===== src/rtl/sync_fifo_if.sv =====
// Bus bundle between a sync_fifo and its single-clock producer/consumer.
// Latency: none, wires only.
// Backpressure: producer watches wfull/afull, consumer watches rempty/aempty.
//
// Signals: wreq/wdata write side, rreq/rdata read side, flush clear,
// wfull/rempty/afull/aempty status, count occupancy, overflow/underflow
// sticky error flags.
interface sync_fifo_if #(
    parameter int DepthSize = 8,
    parameter int ArraySize = 4
);
    logic                 wreq;
    logic [DepthSize-1:0] wdata;
    logic                 rreq;
    logic [DepthSize-1:0] rdata;
    logic                 flush;
    logic                 wfull;
    logic                 rempty;
    logic                 afull;
    logic                 aempty;
    logic [ArraySize:0]   count;
    logic                 overflow;
    logic                 underflow;

    // User side: issues requests, observes data and status.
    modport master (
        output wreq, wdata, rreq, flush,
        input  rdata, wfull, rempty, afull, aempty, count, overflow, underflow
    );

    // FIFO side.
    modport slave (
        input  wreq, wdata, rreq, flush,
        output rdata, wfull, rempty, afull, aempty, count, overflow, underflow
    );
endinterface


===== src/rtl/sync_fifo.sv =====
// Single-clock FIFO with occupancy count, almost flags, sticky errors, flush.
// Latency: write visible (rempty=0) after its edge; rdata 1 cycle after read accept (0 in FWFT).
// Backpressure: writes refused while wfull, reads refused while rempty; refusals set sticky flags.
//
// Ports: clk, rst (async active-high), bus (sync_fifo_if.slave) carrying
// wreq/wdata, rreq/rdata, flush, wfull, rempty, afull, aempty, count,
// overflow, underflow.
// Optional feature macro: SYNC_FIFO_FWFT_EN selects first-word-fall-through
// reads; undefined gives registered reads.
module sync_fifo #(
    parameter int DepthSize   = 8,
    parameter int ArraySize   = 4,
    parameter int AfullLevel  = (1 << ArraySize) - 2,
    parameter int AemptyLevel = 2
) (
    input  logic       clk,
    input  logic       rst,
    sync_fifo_if.slave bus
);
    localparam int Depth = 1 << ArraySize;
    localparam int CntW  = ArraySize + 1;

    localparam logic [CntW-1:0] DepthCnt  = CntW'(Depth);
    localparam logic [CntW-1:0] AfullCnt  = CntW'(AfullLevel);
    localparam logic [CntW-1:0] AemptyCnt = CntW'(AemptyLevel);

    // Elaboration-time parameter sanity.
    if (ArraySize < 1) begin : g_bad_array_size
        $error("sync_fifo: ArraySize must be at least 1");
    end
    if (AfullLevel < 1 || AfullLevel > Depth) begin : g_bad_afull
        $error("sync_fifo: AfullLevel out of range 1..Depth");
    end
    if (AemptyLevel < 0 || AemptyLevel > Depth - 1) begin : g_bad_aempty
        $error("sync_fifo: AemptyLevel out of range 0..Depth-1");
    end

    logic [DepthSize-1:0] mem [Depth];

    logic [ArraySize-1:0] wptr;
    logic [ArraySize-1:0] rptr;
    logic [CntW-1:0]      count_q;
    logic [CntW-1:0]      count_next;

    logic wfull_q;
    logic rempty_q;
    logic afull_q;
    logic aempty_q;
    logic overflow_q;
    logic underflow_q;

    logic wacc;
    logic racc;
    logic wrej;
    logic rrej;

    // Accept/reject decisions use the registered flags, which are exact
    // because they were computed from the previous count_next. Flush masks
    // both sides so a flushing cycle neither moves data nor raises errors.
    always_comb begin
        wacc = bus.wreq &  ~wfull_q  & ~bus.flush;
        racc = bus.rreq &  ~rempty_q & ~bus.flush;
        wrej = bus.wreq &   wfull_q  & ~bus.flush;
        rrej = bus.rreq &   rempty_q & ~bus.flush;
    end

    // Occupancy only moves when exactly one side is accepted.
    always_comb begin
        count_next = count_q;
        if (bus.flush) begin
            count_next = '0;
        end else begin
            unique case ({wacc, racc})
                2'b10:   count_next = count_q + CntW'(1);
                2'b01:   count_next = count_q - CntW'(1);
                default: count_next = count_q;
            endcase
        end
    end

    // Count and status flags. Flags derive from count_next so they are
    // correct in the very cycle after the edge.
    always_ff @(posedge clk or posedge rst) begin
        if (rst) begin
            count_q     <= '0;
            wfull_q     <= 1'b0;
            rempty_q    <= 1'b1;
            afull_q     <= 1'b0;
            aempty_q    <= 1'b1;
            overflow_q  <= 1'b0;
            underflow_q <= 1'b0;
        end else begin
            count_q  <= count_next;
            wfull_q  <= (count_next == DepthCnt);
            rempty_q <= (count_next == '0);
            afull_q  <= (count_next >= AfullCnt);
            aempty_q <= (count_next <= AemptyCnt);
            if (bus.flush) begin
                overflow_q  <= 1'b0;
                underflow_q <= 1'b0;
            end else begin
                overflow_q  <= overflow_q  | wrej;
                underflow_q <= underflow_q | rrej;
            end
        end
    end

    // Binary pointers wrap naturally at ArraySize bits; fullness is tracked
    // by count, so no extra wrap bit is carried.
    always_ff @(posedge clk or posedge rst) begin
        if (rst) begin
            wptr <= '0;
            rptr <= '0;
        end else if (bus.flush) begin
            wptr <= '0;
            rptr <= '0;
        end else begin
            if (wacc) begin
                wptr <= wptr + ArraySize'(1);
            end
            if (racc) begin
                rptr <= rptr + ArraySize'(1);
            end
        end
    end

    // Storage is left untouched by reset and flush; stale words are
    // unreachable once the pointers and count are cleared.
    always_ff @(posedge clk) begin
        if (wacc) begin
            mem[wptr] <= bus.wdata;
        end
    end

`ifdef SYNC_FIFO_FWFT_EN
    // Head word presented combinationally; meaningless while rempty.
    assign bus.rdata = mem[rptr];
`else
    logic [DepthSize-1:0] rdata_q;

    // Captured on the accepting edge and held until the next accepted read.
    always_ff @(posedge clk or posedge rst) begin
        if (rst) begin
            rdata_q <= '0;
        end else if (racc) begin
            rdata_q <= mem[rptr];
        end
    end

    assign bus.rdata = rdata_q;
`endif

    assign bus.count     = count_q;
    assign bus.wfull     = wfull_q;
    assign bus.rempty    = rempty_q;
    assign bus.afull     = afull_q;
    assign bus.aempty    = aempty_q;
    assign bus.overflow  = overflow_q;
    assign bus.underflow = underflow_q;

endmodule


===== src/flat_wrapper.sv =====
// flat-port wrapper written by rule: the top's interface ports become plain ports
module sync_fifo_flat 
#(
    parameter int DepthSize   = 8,
    parameter int ArraySize   = 4,
    parameter int AfullLevel  = (1 << ArraySize) - 2,
    parameter int AemptyLevel = 2
)
  (clk, rst, bus_wreq, bus_wdata, bus_rreq, bus_flush, bus_rdata, bus_wfull, bus_rempty, bus_afull, bus_aempty, bus_count, bus_overflow, bus_underflow);
  sync_fifo_if #(.DepthSize(DepthSize), .ArraySize(ArraySize)) bus_i ();
  input  logic clk;
  input  logic rst;
  input wire logic [$bits(bus_i.wreq)-1:0] bus_wreq;
  input wire logic [$bits(bus_i.wdata)-1:0] bus_wdata;
  input wire logic [$bits(bus_i.rreq)-1:0] bus_rreq;
  input wire logic [$bits(bus_i.flush)-1:0] bus_flush;
  output wire logic [$bits(bus_i.rdata)-1:0] bus_rdata;
  output wire logic [$bits(bus_i.wfull)-1:0] bus_wfull;
  output wire logic [$bits(bus_i.rempty)-1:0] bus_rempty;
  output wire logic [$bits(bus_i.afull)-1:0] bus_afull;
  output wire logic [$bits(bus_i.aempty)-1:0] bus_aempty;
  output wire logic [$bits(bus_i.count)-1:0] bus_count;
  output wire logic [$bits(bus_i.overflow)-1:0] bus_overflow;
  output wire logic [$bits(bus_i.underflow)-1:0] bus_underflow;
  assign bus_i.wreq = bus_wreq;
  assign bus_i.wdata = bus_wdata;
  assign bus_i.rreq = bus_rreq;
  assign bus_i.flush = bus_flush;
  assign bus_rdata = bus_i.rdata;
  assign bus_wfull = bus_i.wfull;
  assign bus_rempty = bus_i.rempty;
  assign bus_afull = bus_i.afull;
  assign bus_aempty = bus_i.aempty;
  assign bus_count = bus_i.count;
  assign bus_overflow = bus_i.overflow;
  assign bus_underflow = bus_i.underflow;
  sync_fifo #(.DepthSize(DepthSize), .ArraySize(ArraySize), .AfullLevel(AfullLevel), .AemptyLevel(AemptyLevel)) u_core (.clk(clk), .rst(rst), .bus(bus_i));
endmodule

===== config.mk =====
export PLATFORM = sky130hd
export DESIGN_NAME = sync_fifo_flat
export DESIGN_NICKNAME = d
export VERILOG_FILES = /design/src/rtl/sync_fifo_if.sv /design/src/rtl/sync_fifo.sv /design/src/flat_wrapper.sv
export SDC_FILE = /design/constraint.sdc
export NUM_CORES = 1
export LEC_CHECK = 0
export CORE_MARGIN = 4
export CORE_UTILIZATION = 60
export CTS_CLUSTER_DIAMETER = 200
export DETAILED_ROUTE_END_ITERATION = 6
export GPL_ROUTABILITY_DRIVEN = 0
export PLACE_DENSITY = 0.77
export SYNTH_ARGS = -nofsm -noshare
export SYNTH_HDL_FRONTEND = slang
export SYNTH_SLANG_ARGS = --single-unit

===== constraint.sdc =====
create_clock -name clk -period 8.1 [get_ports clk]
set_input_delay 1.215 -clock clk [delete_from_list [all_inputs] [get_ports clk]]
set_output_delay 1.215 -clock clk [all_outputs]
set_load 0.03 [all_outputs]

-- After elaboration in Yosys (flattened, before gate mapping)
Memories as Yosys holds them, arrays and structs flattened. A register that Yosys moved wholly into a read port is not among the register bits.
Cells that the tools add are included.
- output and inout bits: 19
- memory bits (writable): 128
- bits in registers: 19
- logic and storage cells: 45
- bits of input ports: 13
- ROM bits: 0
- latch bits: 0
- memories: 1
- memory list (memory ; words ; width ; read ports ; clocked after Yosys merged registers in ; wr ports ; RTL line ; source):
    u_core.mem ; 16 ; 8 ; 1 ; 1 ; 1 ; sync_fifo.sv:38 ; logic [DepthSize-1:0] mem [Depth];
- divide/modulo/power cells: 0
- $lt $le $gt $ge: 2
- bitwise gates (word level): 13
- shifts and indexed selects: 0
- multipliers: 0
- mux-type cells: 10
- equality and inequality tests: 3
- reductions and logical operators: 3
- add/subtract/negate cells: 4
- operators by type and width (operator ; number):
    two-way mux 4 bit ; 4
    case mux 5 bit (2 select lines) ; 1
    adder 4 x 1 -> 4 bit, second input constant ; 2
    AND 1 bit ; 8
    adder 5 x 1 -> 5 bit, second input constant ; 1
    equality test 5 bit, second input constant ; 1
    greater-or-equal comparator 5 x 4 -> 1 bit, second input constant ; 1
    <= comparator 5 x 2 -> 1 bit, second input constant ; 1
    zero test 5 bit ; 1
    two-way mux 5 bit ; 1
    subtractor 5 x 1 -> 5 bit, second input constant ; 1
    two-way mux 1 bit ; 4
    nonzero test 2 bit ; 2
    NOT 1 bit ; 3
    equality test 2 x 1 -> 1 bit, second input constant ; 1
    equality test 2 bit, second input constant ; 1
    bitwise OR 1 bit ; 2

-- Logic depth before layout (Yosys ltp)
Gate-level depths: netlist (run 1).
- depth after elaboration: 7
- depth in mapped cells: 12
- gate-level depth less buffers: 11

-- Worst setup path after synthesis (run 1)
Ideal clock, no wire load.
- path type: in2reg
- from: input bus_flush
- to: register u_core.rempty_q, in the netlist u_core.bus.rempty
- path slack: 4.614 ns
- data arrival time: 3.385 ns
- path buffers: 1
- library setup time: 0.101 ns
- stages: 10
- data required time: 7.999 ns
- cell sequence: or3b_4 clkinv_4 buf_2 ha_1 a21o_1 a22oi_1 o311a_2 a21oi_4 mux2i_2 nor4b_1
- longest elaborated chain between the ends: 6
- elaborated cells between the ends (all ways): 8
- classes of those cells: 2 x eq/ne; 2 x mux; 3 x bitwise; 1 x reduce/logical
- RTL lines (what ; RTL line ; source):
    start: declaration ; flat_wrapper.sv:16 ; input wire logic [$bits(bus_i.flush)-1:0] bus_flush;
    NOT 1 bit ; sync_fifo.sv:61, sync_fifo.sv:62 ;
    AND 1 bit (on tied branches) ; sync_fifo.sv:62, sync_fifo.sv:61 ;
    equality test 2 x 1 -> 1 bit or equality test 2 bit (tied branches) ; sync_fifo.sv:73 ; unique case ({wacc, racc})
    case mux 5 bit (2 select lines) ; sync_fifo.sv:73 ;
    two-way mux 5 bit (*) ; sync_fifo.sv:70 ; if (bus.flush) begin
    zero test 5 bit (*) ; sync_fifo.sv:95 ; rempty_q <= (count_next == '0);
    end signal: assignment ; sync_fifo.sv:95 ;
    end: declaration ; sync_fifo.sv:46 ; logic rempty_q;
Mark *: on every way between the ends. The rest lies on a longest branch, timed or not.
A chain may end at the register's enable or synchronous reset.

-- Worst setup path in the final report (run 1)
Ends and elaborated chain as after synthesis.

==> summary.txt, run 1 <==
Run status
  – Status: complete, no violations

Detailed routing
  – Remaining antenna violation count: 0
  – Routed len/inst: 21.9 microns
  – Number of vias per cell: 6.06
  – Number of remaining DRC errors: 0
  – Overall routed net length: 11700 microns
  – Drt pass-1 iters: 7
  – Starting DRT DRC Count: 301
  – Vias post-DR: 3230

STA
  – Unrepaired setup endpoints after global routing: false
  – Setup tns final: 0 ns
  – Minimum clock period: 4.14 ns
  – Max-slew violation count: 0
  – Relative slew slack: 35.2%
  – Setup slack after layout: 3.96 ns
  – Final hold viol count: 0
  – Worst-Margin Slew: 0.970 ns
  – Final hold slack: 0.484 ns
  – Final worst path period share: 51.1%
  – Peak Freq: 241 MHz
  – Final setup viols: 0
  – Final Skew: 0.00863 ns

Synth
  – Post-synthesis cell area: 6300 sq um
  – Synth cell types: 41
  – Post-Syn Nets: 367
  – Top cell type's share of synthesized area: 61.0%
  – Synth top area cells: edfxtp_1 (61%), mux4_2 (14%), dfrtp_1 (9.9%)
  – Register bit total from synthesis: 155
  – Synth warn: 0
  – Synth area leader: edfxtp_1
  – Post-synth ARST share: 17.4%
  – Most numerous cell in the Yosys netlist: edfxtp_1
  – Register area share after synthesis: 71.8%
  – Mapped Cells: 347
  – Ys flop type: edfxtp_1
  – Synth top cells by count: edfxtp_1 (128), mux4_2 (40), nand2_1 (35), nor2_1 (29), dfrtp_1 (25)
  – Average size of a mapped cell: 18.1 sq um
  – EDFF count, synth: 128

Global route
  – First-pass GRT wire length: 18700 microns
  – GRT Total Usage: 20.6%
  – Vias in the first global route: 3315
  – Total gr overflow: 0
  – Largest net degree at the start of global routing: 36
  – Initial antenna violation count: 0

Finish
  – Antenna fix cells: 0
  – Layout cells sized above 1: 22.4%
  – Nets@finish: 404
  – Area delta synth->final: 16.0%

Floorplanning
  – Top-Level Pins: 32
  – Die X: 110 microns
  – CORE AREA: 10300 sq um
  – Die Y: 110 microns
  – Num rows: 37
  – Initial cell density of the core: 61.3%
  – Die area: 12200 sq um

Worst setup path
  – CP Launch Type: input pin
  – Critical path class: in -> reg
  – Crit-path max FO: 21
  – WP data required: 8.53 ns
  – Delay of the slowest critical-path stage: 0.79 ns
  – Crit-path cells: clkdlybuf4s50_1, or3b_4, clkinv_4, nand2_2, xnor2_1, ha_1, a21o_1, or4_4, a21oi_4, mux2i_2, nor4b_1
  – Data arrival, critical path: 4.57 ns
  – Critical path's slowest cell: clkdlybuf4s50_1
  – Crit. End Element: register

Placed design
  – Hpwl dp: 7710 microns
  – # port buffers: 31
  – Place WS: 3.40 ns

CTS
  – CTS Buf Count: 17
  – CTS tree: built
  – Clk buf depth: 2
  – CTS resizes: 0
  – Clk sinks: 155
  – CTS Root Buffer Type: clkbuf_8
  – CTS Hold Bufs: 0
  – Postcts setup bufs: 0
  – Clock-pin slew on the worst setup and hold paths: 0.07 ns
  – CTS HTree Levels: 4
  – Worst skew pair latency: 0.53 ns

Power
  – Peak VDD IR: 0.000154 V
  – Leak Pwr: 2.51 nW
  – PD cells: 265 nW/um^2

Run
  – Max-Cap Viols: 0

Hold path
  – Worst min path class: reg -> reg
[registers in the layout, indices dropped and copies added, names as in the netlist]
| name | cells |
|---|---|
| u_core.rptr | 4 |
| u_core.bus.rdata | 8 |
| u_core.wptr | 4 |
| u_core.bus.rempty | 1 |
| u_core.bus.underflow | 1 |
| u_core.bus.wfull | 1 |
| u_core.bus.overflow | 1 |
| u_core.mem | 128 |
| u_core.bus.afull | 1 |
| u_core.bus.count | 5 |
| u_core.bus.aempty | 1 |
[placed cells by master (no fill, tap or decap), types with 2 or more instances in the layout]
| cell type | instances |
|---|---|
| clkinv_2 | 2 |
| inv_8 | 2 |
| dfstp_2 | 2 |
| nand4_1 | 3 |
| clkbuf_8 | 2 |
| a21o_1 | 3 |
| nor2b_1 | 3 |
| dfrtp_2 | 2 |
| o211ai_1 | 2 |
| nor3_1 | 5 |
| inv_6 | 5 |
| nand2b_1 | 3 |
| clkbuf_16 | 18 |
| a21oi_1 | 5 |
| xor2_1 | 5 |
| ha_1 | 7 |
| edfxtp_1 | 128 |
| a22oi_1 | 2 |
| buf_4 | 5 |
| nand2_1 | 35 |
| clkinv_4 | 3 |
| inv_1 | 8 |
| xnor2_1 | 3 |
| nor2_1 | 29 |
| dfrtp_1 | 23 |
| mux4_2 | 40 |
| clkdlybuf4s50_1 | 31 |
| mux2i_1 | 4 |
[per-stage QoR]
stage / instances / area, sq um / total power [mW] / util [%]
5_1_grt: 533 / 7300 / 2.01 / 71.1
6_report: 533 / 7300 / 1.94 / 71.1
4_1_cts: 533 / 7300 / 1.95 / 71.1
3_3_place_gp: 501 / 6730 / 1.19 / 65.5
2_1_floorplan: 347 / 6300 / 1.10 / -
3_5_place_dp: 501 / 6730 / 1.20 / 65.5
[area by class of cell]
type / count / area [sq um]
clock buffers: 21 / 482
clock inverters: 11 / 93.8
fillers: 642 / 2970
inverters: 9 / 38.8
multi-input cells: 165 / 1650
flip-flops and latches: 155 / 4520
well taps: 136 / 170
repair buffers: 36 / 348
[per-layer routing]
layer  up-vias  share of wire (%)  track usage (%)
met1      1675                 41             28.5
met2       121                 52             32.8
met3        12                6.0             4.49
li1       1422                  -                -
met4         0                1.1             7.39
met5         -                  0                0
[kinds of logic after synthesis]
logic type,count (synthesis),share of synthesized area [%]
AOI/OAI and AO/OA,17,2.01
xor gates and xnor gates,8,1.11
adders and majority gates,7,1.39
buffers and inverters,27,2.03
DFF,155,71.8
muxes,45,15.2
and+or+nand+nor,88,6.48
[power breakdown]
group          total [mW]  internal [mW]  switching, mW
logic               0.258          0.117          0.141
registers           0.922          0.898         0.0247
clock network       0.757          0.431          0.326
[worst paths after layout]
path	start	to	slack, ns	cells after the start
min in group asynchronous	rst	u_core.bus.underflow	1.21	2
worst min-delay path	u_core.bus.rdata[6]	u_core.bus.rdata[6]	0.48	2
max in group asynchronous	rst	u_core.rptr[1]	6.24	2
worst min register to register	u_core.bus.rdata[6]	u_core.bus.rdata[6]	0.48	2
worst max-delay path	bus_flush	u_core.bus.rempty	3.96	11
worst max register to register	u_core.bus.wfull	u_core.bus.rempty	5.19	9
[critical path, delay by kind of cell]
kind	cells	cell delay (ns)
AND/OR/NAND/NOR	4	1.46
buffers and inverters	2	0.92
AO/OA/AOI/OAI	2	0.35
multiplexers	1	0.31
adder cells (fa/ha/maj)	1	0.18
XOR/XNOR	1	0.13
Power figures use the tool's default switching activity.
==> run 2: changes to the inputs <==
--- a/config.mk
+++ b/config.mk
@@ -6,11 +6,11 @@
 export NUM_CORES = 1
 export LEC_CHECK = 0
 export CORE_MARGIN = 4
-export CORE_UTILIZATION = 60
+export CORE_UTILIZATION = 54
 export CTS_CLUSTER_DIAMETER = 200
 export DETAILED_ROUTE_END_ITERATION = 6
 export GPL_ROUTABILITY_DRIVEN = 0
-export PLACE_DENSITY = 0.77
+export PLACE_DENSITY = 0.73
 export SYNTH_ARGS = -nofsm -noshare
 export SYNTH_HDL_FRONTEND = slang
 export SYNTH_SLANG_ARGS = --single-unit
==> constraint.sdc (replaced) <==
create_clock -name clk -period 3.53 [get_ports clk]
set_input_delay 0.5295 -clock clk [delete_from_list [all_inputs] [get_ports clk]]
set_output_delay 0.5295 -clock clk [all_outputs]
set_load 0.03 [all_outputs]
==> summary.txt, run 2 (synthesized netlist as in run 1, its figures left out) <==
STA
  – Final worst path period share: 84.8%
  – Relative slew slack: 32.9% (-2.3 points)
  – Setup slack after layout: 0.536 ns (-3.42 ns)
  – Minimum clock period: 2.99 ns
  – Unrepaired setup endpoints after global routing: false
  – Peak Freq: 334 MHz
  – Max-slew violation count: 0 (unchanged)
  – Final Skew: 0.0108 ns (+0.00214 ns)
  – Setup tns final: 0 ns (unchanged)
  – Worst-Margin Slew: 1.01 ns (+0.0346 ns)
  – Final hold viol count: 0 (unchanged)
  – Final setup viols: 0 (unchanged)

CTS
  – Postcts setup bufs: 0 (unchanged)
  – CTS Root Buffer Type: clkbuf_16
  – CTS resizes: 0 (unchanged)
  – Clk sinks: 155 (unchanged)
  – Clock-pin slew on the worst setup and hold paths: 0.06 ns (about the same)
  – CTS Buf Count: 17 (unchanged)
  – Clk buf depth: 2 (unchanged)
  – Worst skew pair latency: 0.42 ns (-0.11 ns)
  – CTS HTree Levels: 4 (unchanged)
  – CTS tree: built
  – CTS Hold Bufs: 0 (unchanged)

Worst setup path
  – Reg2Reg Depth: 10 (+1)
  – Crit path max-delay family: simple AND/OR/NAND/NOR gates
  – Crit-path cells: clkdlybuf4s50_1, or3b_4, clkinv_4, nand2_2, xnor2_1, ha_1, a21o_1, or4_4, a21oi_4, mux2i_2, nor4b_1
  – Crit-path max FO: 15 (-29%)
  – CP endpoint: u_core.bus.rempty
  – RR Endpoint: u_core.bus.rempty
  – Data arrival, critical path: 3.31 ns (-1.26 ns)
  – Worst R2R Start: u_core.bus.rempty
  – Worst path depth: 11 (unchanged)
  – WP data required: 3.85 ns (-4.68 ns)
  – Delay of the slowest critical-path stage: 0.48 ns (-0.31 ns)
  – Critical path's slowest cell: clkdlybuf4s50_1
  – Critical path class: in -> reg
  – WP buf/inv: 2 (unchanged)
  – Setup crit start: bus_rreq
  – Crit. End Element: register
  – Reg-to-reg slack, setup: 0.75 ns (-4.44 ns)
  – CP Launch Type: input pin

Finish
  – Antenna fix cells: 0 (unchanged)
  – Layout cells sized above 1: 24.1% (+1.7 points)
  – Biggest register: u_core.mem
  – Flip-flop count of the largest register after layout: 128 (unchanged)
  – Final Cell Area: 7420 sq um (+1.6%)
  – Nets@finish: 417 (+3.2%)
  – Area delta synth->final: 17.9%
  – Commonest non-fill, non-tap cell in the layout: edfxtp_1
  – Commonest non-fill, non-tap cells in the layout: edfxtp_1 (128), mux4_2 (40), nand2_1 (35), clkdlybuf4s50_1 (31), nor2_1 (29)

Floorplanning
  – Top-Level Pins: 32 (unchanged)
  – CORE AREA: 11400 sq um (+11%)
  – Initial cell density of the core: 55.1% (-6.1 points)
  – Num rows: 39 (+5.4%)
  – Die X: 116 microns (+5.0%)
  – Die area: 13500 sq um (+10%)
  – Die Y: 116 microns (+5.0%)

Run status
  – Status: complete, no violations

Detailed routing
  – Starting DRT DRC Count: 382 (+27%)
  – Vias post-DR: 3151 (-2.4%)
  – Routed len/inst: 20.3 microns (-7.5%)
  – Number of vias per cell: 5.70 (-6.0%)
  – Number of remaining DRC errors: 0 (unchanged)
  – Drt pass-1 iters: 4 (-3)
  – Overall routed net length: 11200 microns (-4.0%)
  – Remaining antenna violation count: 0 (unchanged)

Power
  – Leak Pwr: 2.57 nW (+2.3%)
  – Peak VDD IR: 0.000520 V (+240%)
  – PD cells: 601 nW/um^2 (+130%)

Run
  – Max-Cap Viols: 0 (unchanged)

Global route
  – First-pass GRT wire length: 17900 microns (-4.4%)
  – Vias in the first global route: 3193 (-3.7%)
  – Initial antenna violation count: 0 (unchanged)
  – GRT Total Usage: 18.7% (-1.9 points)
  – Largest net degree at the start of global routing: 36 (unchanged)
  – Total gr overflow: 0 (unchanged)

Placed design
  – Hpwl dp: 7530 microns (-2.4%)
  – Dpl cell area: 6850 sq um (+1.7%)
  – # port buffers: 31 (unchanged)
  – Place WS: 0.0957 ns (-3.31 ns)

Hold path
  – Worst min path class: reg -> reg
## run 2: changes by cell type in the layout (fill, tap and decap cells not counted), moves of 2 or more
cell | previous run | this run
clkinv_1 | 0 | 3
bufinv_16 | 0 | 2
inv_6 | 5 | 1
buf_4 | 5 | 17
clkinvlp_4 | 0 | 3
clkbuf_8 | 2 | 0
## run 2: power breakdown
part | switching (mW) | total [mW] | internal, mW
Sequential | 0.0680 | 2.13 | 2.06
Combinational | 0.308 | 0.585 | 0.277
Clock | 0.706 | 1.74 | 1.04
Total | 1.08 | 4.46 | 3.37
## run 2: layout make-up
cell class / count / area, sq um
Inverter: 9 / 38.8
Timing Repair Buffer: 49 / 458
Clock inverter: 15 / 150
Fill cell: 788 / 4000
Multi-Input combinational cell: 165 / 1650
Tap cell: 143 / 179
Clock buffer: 17 / 425
Sequential cell: 155 / 4520
## run 2: tightest hold or removal path: stages (launching register included)
cell and delay (ns):
dfrtp_1 0.34, nand2_1 0.05, nand2_1 0.05
## run 2: layer usage
metal | global-route usage, % | share of wire, % | vias to the layer above
met3 | 5.85 | 4.9 | 4
li1 | - | - | 1446
met1 | 25.2 | 43 | 1619
met5 | 0 | 0 | -
met4 | 6.57 | 0.48 | 0
met2 | 29.2 | 51 | 82
## run 2: how the worst min path moves through the flow
stage	endpoint	depth (start not counted)	from	slack (ns)
detailed placement	u_core.bus.rdata[1]	2	u_core.bus.rdata[1]	0.47
finish	u_core.bus.rdata[7]	2	u_core.bus.rdata[7]	0.47
floorplan	u_core.wptr[1]	2	u_core.wptr[1]	0.56
CTS	u_core.bus.rdata[1]	2	u_core.bus.rdata[1]	0.48
global route	u_core.bus.rdata[7]	2	u_core.bus.rdata[7]	0.50
global placement	u_core.bus.rdata[4]	2	u_core.bus.rdata[4]	0.46
## run 2: metrics by stage
step           hold slack, ns  std cells  utilization (%)  power (mW)
2_1_floorplan           0.556        347                -        2.53
3_3_place_gp            0.460        521             59.9        2.74
3_5_place_dp            0.466        521             59.9        2.76
4_1_cts                 0.480        553             65.0        4.50
5_1_grt                 0.500        553             65.0        4.63
6_report                0.474        553             65.0        4.46
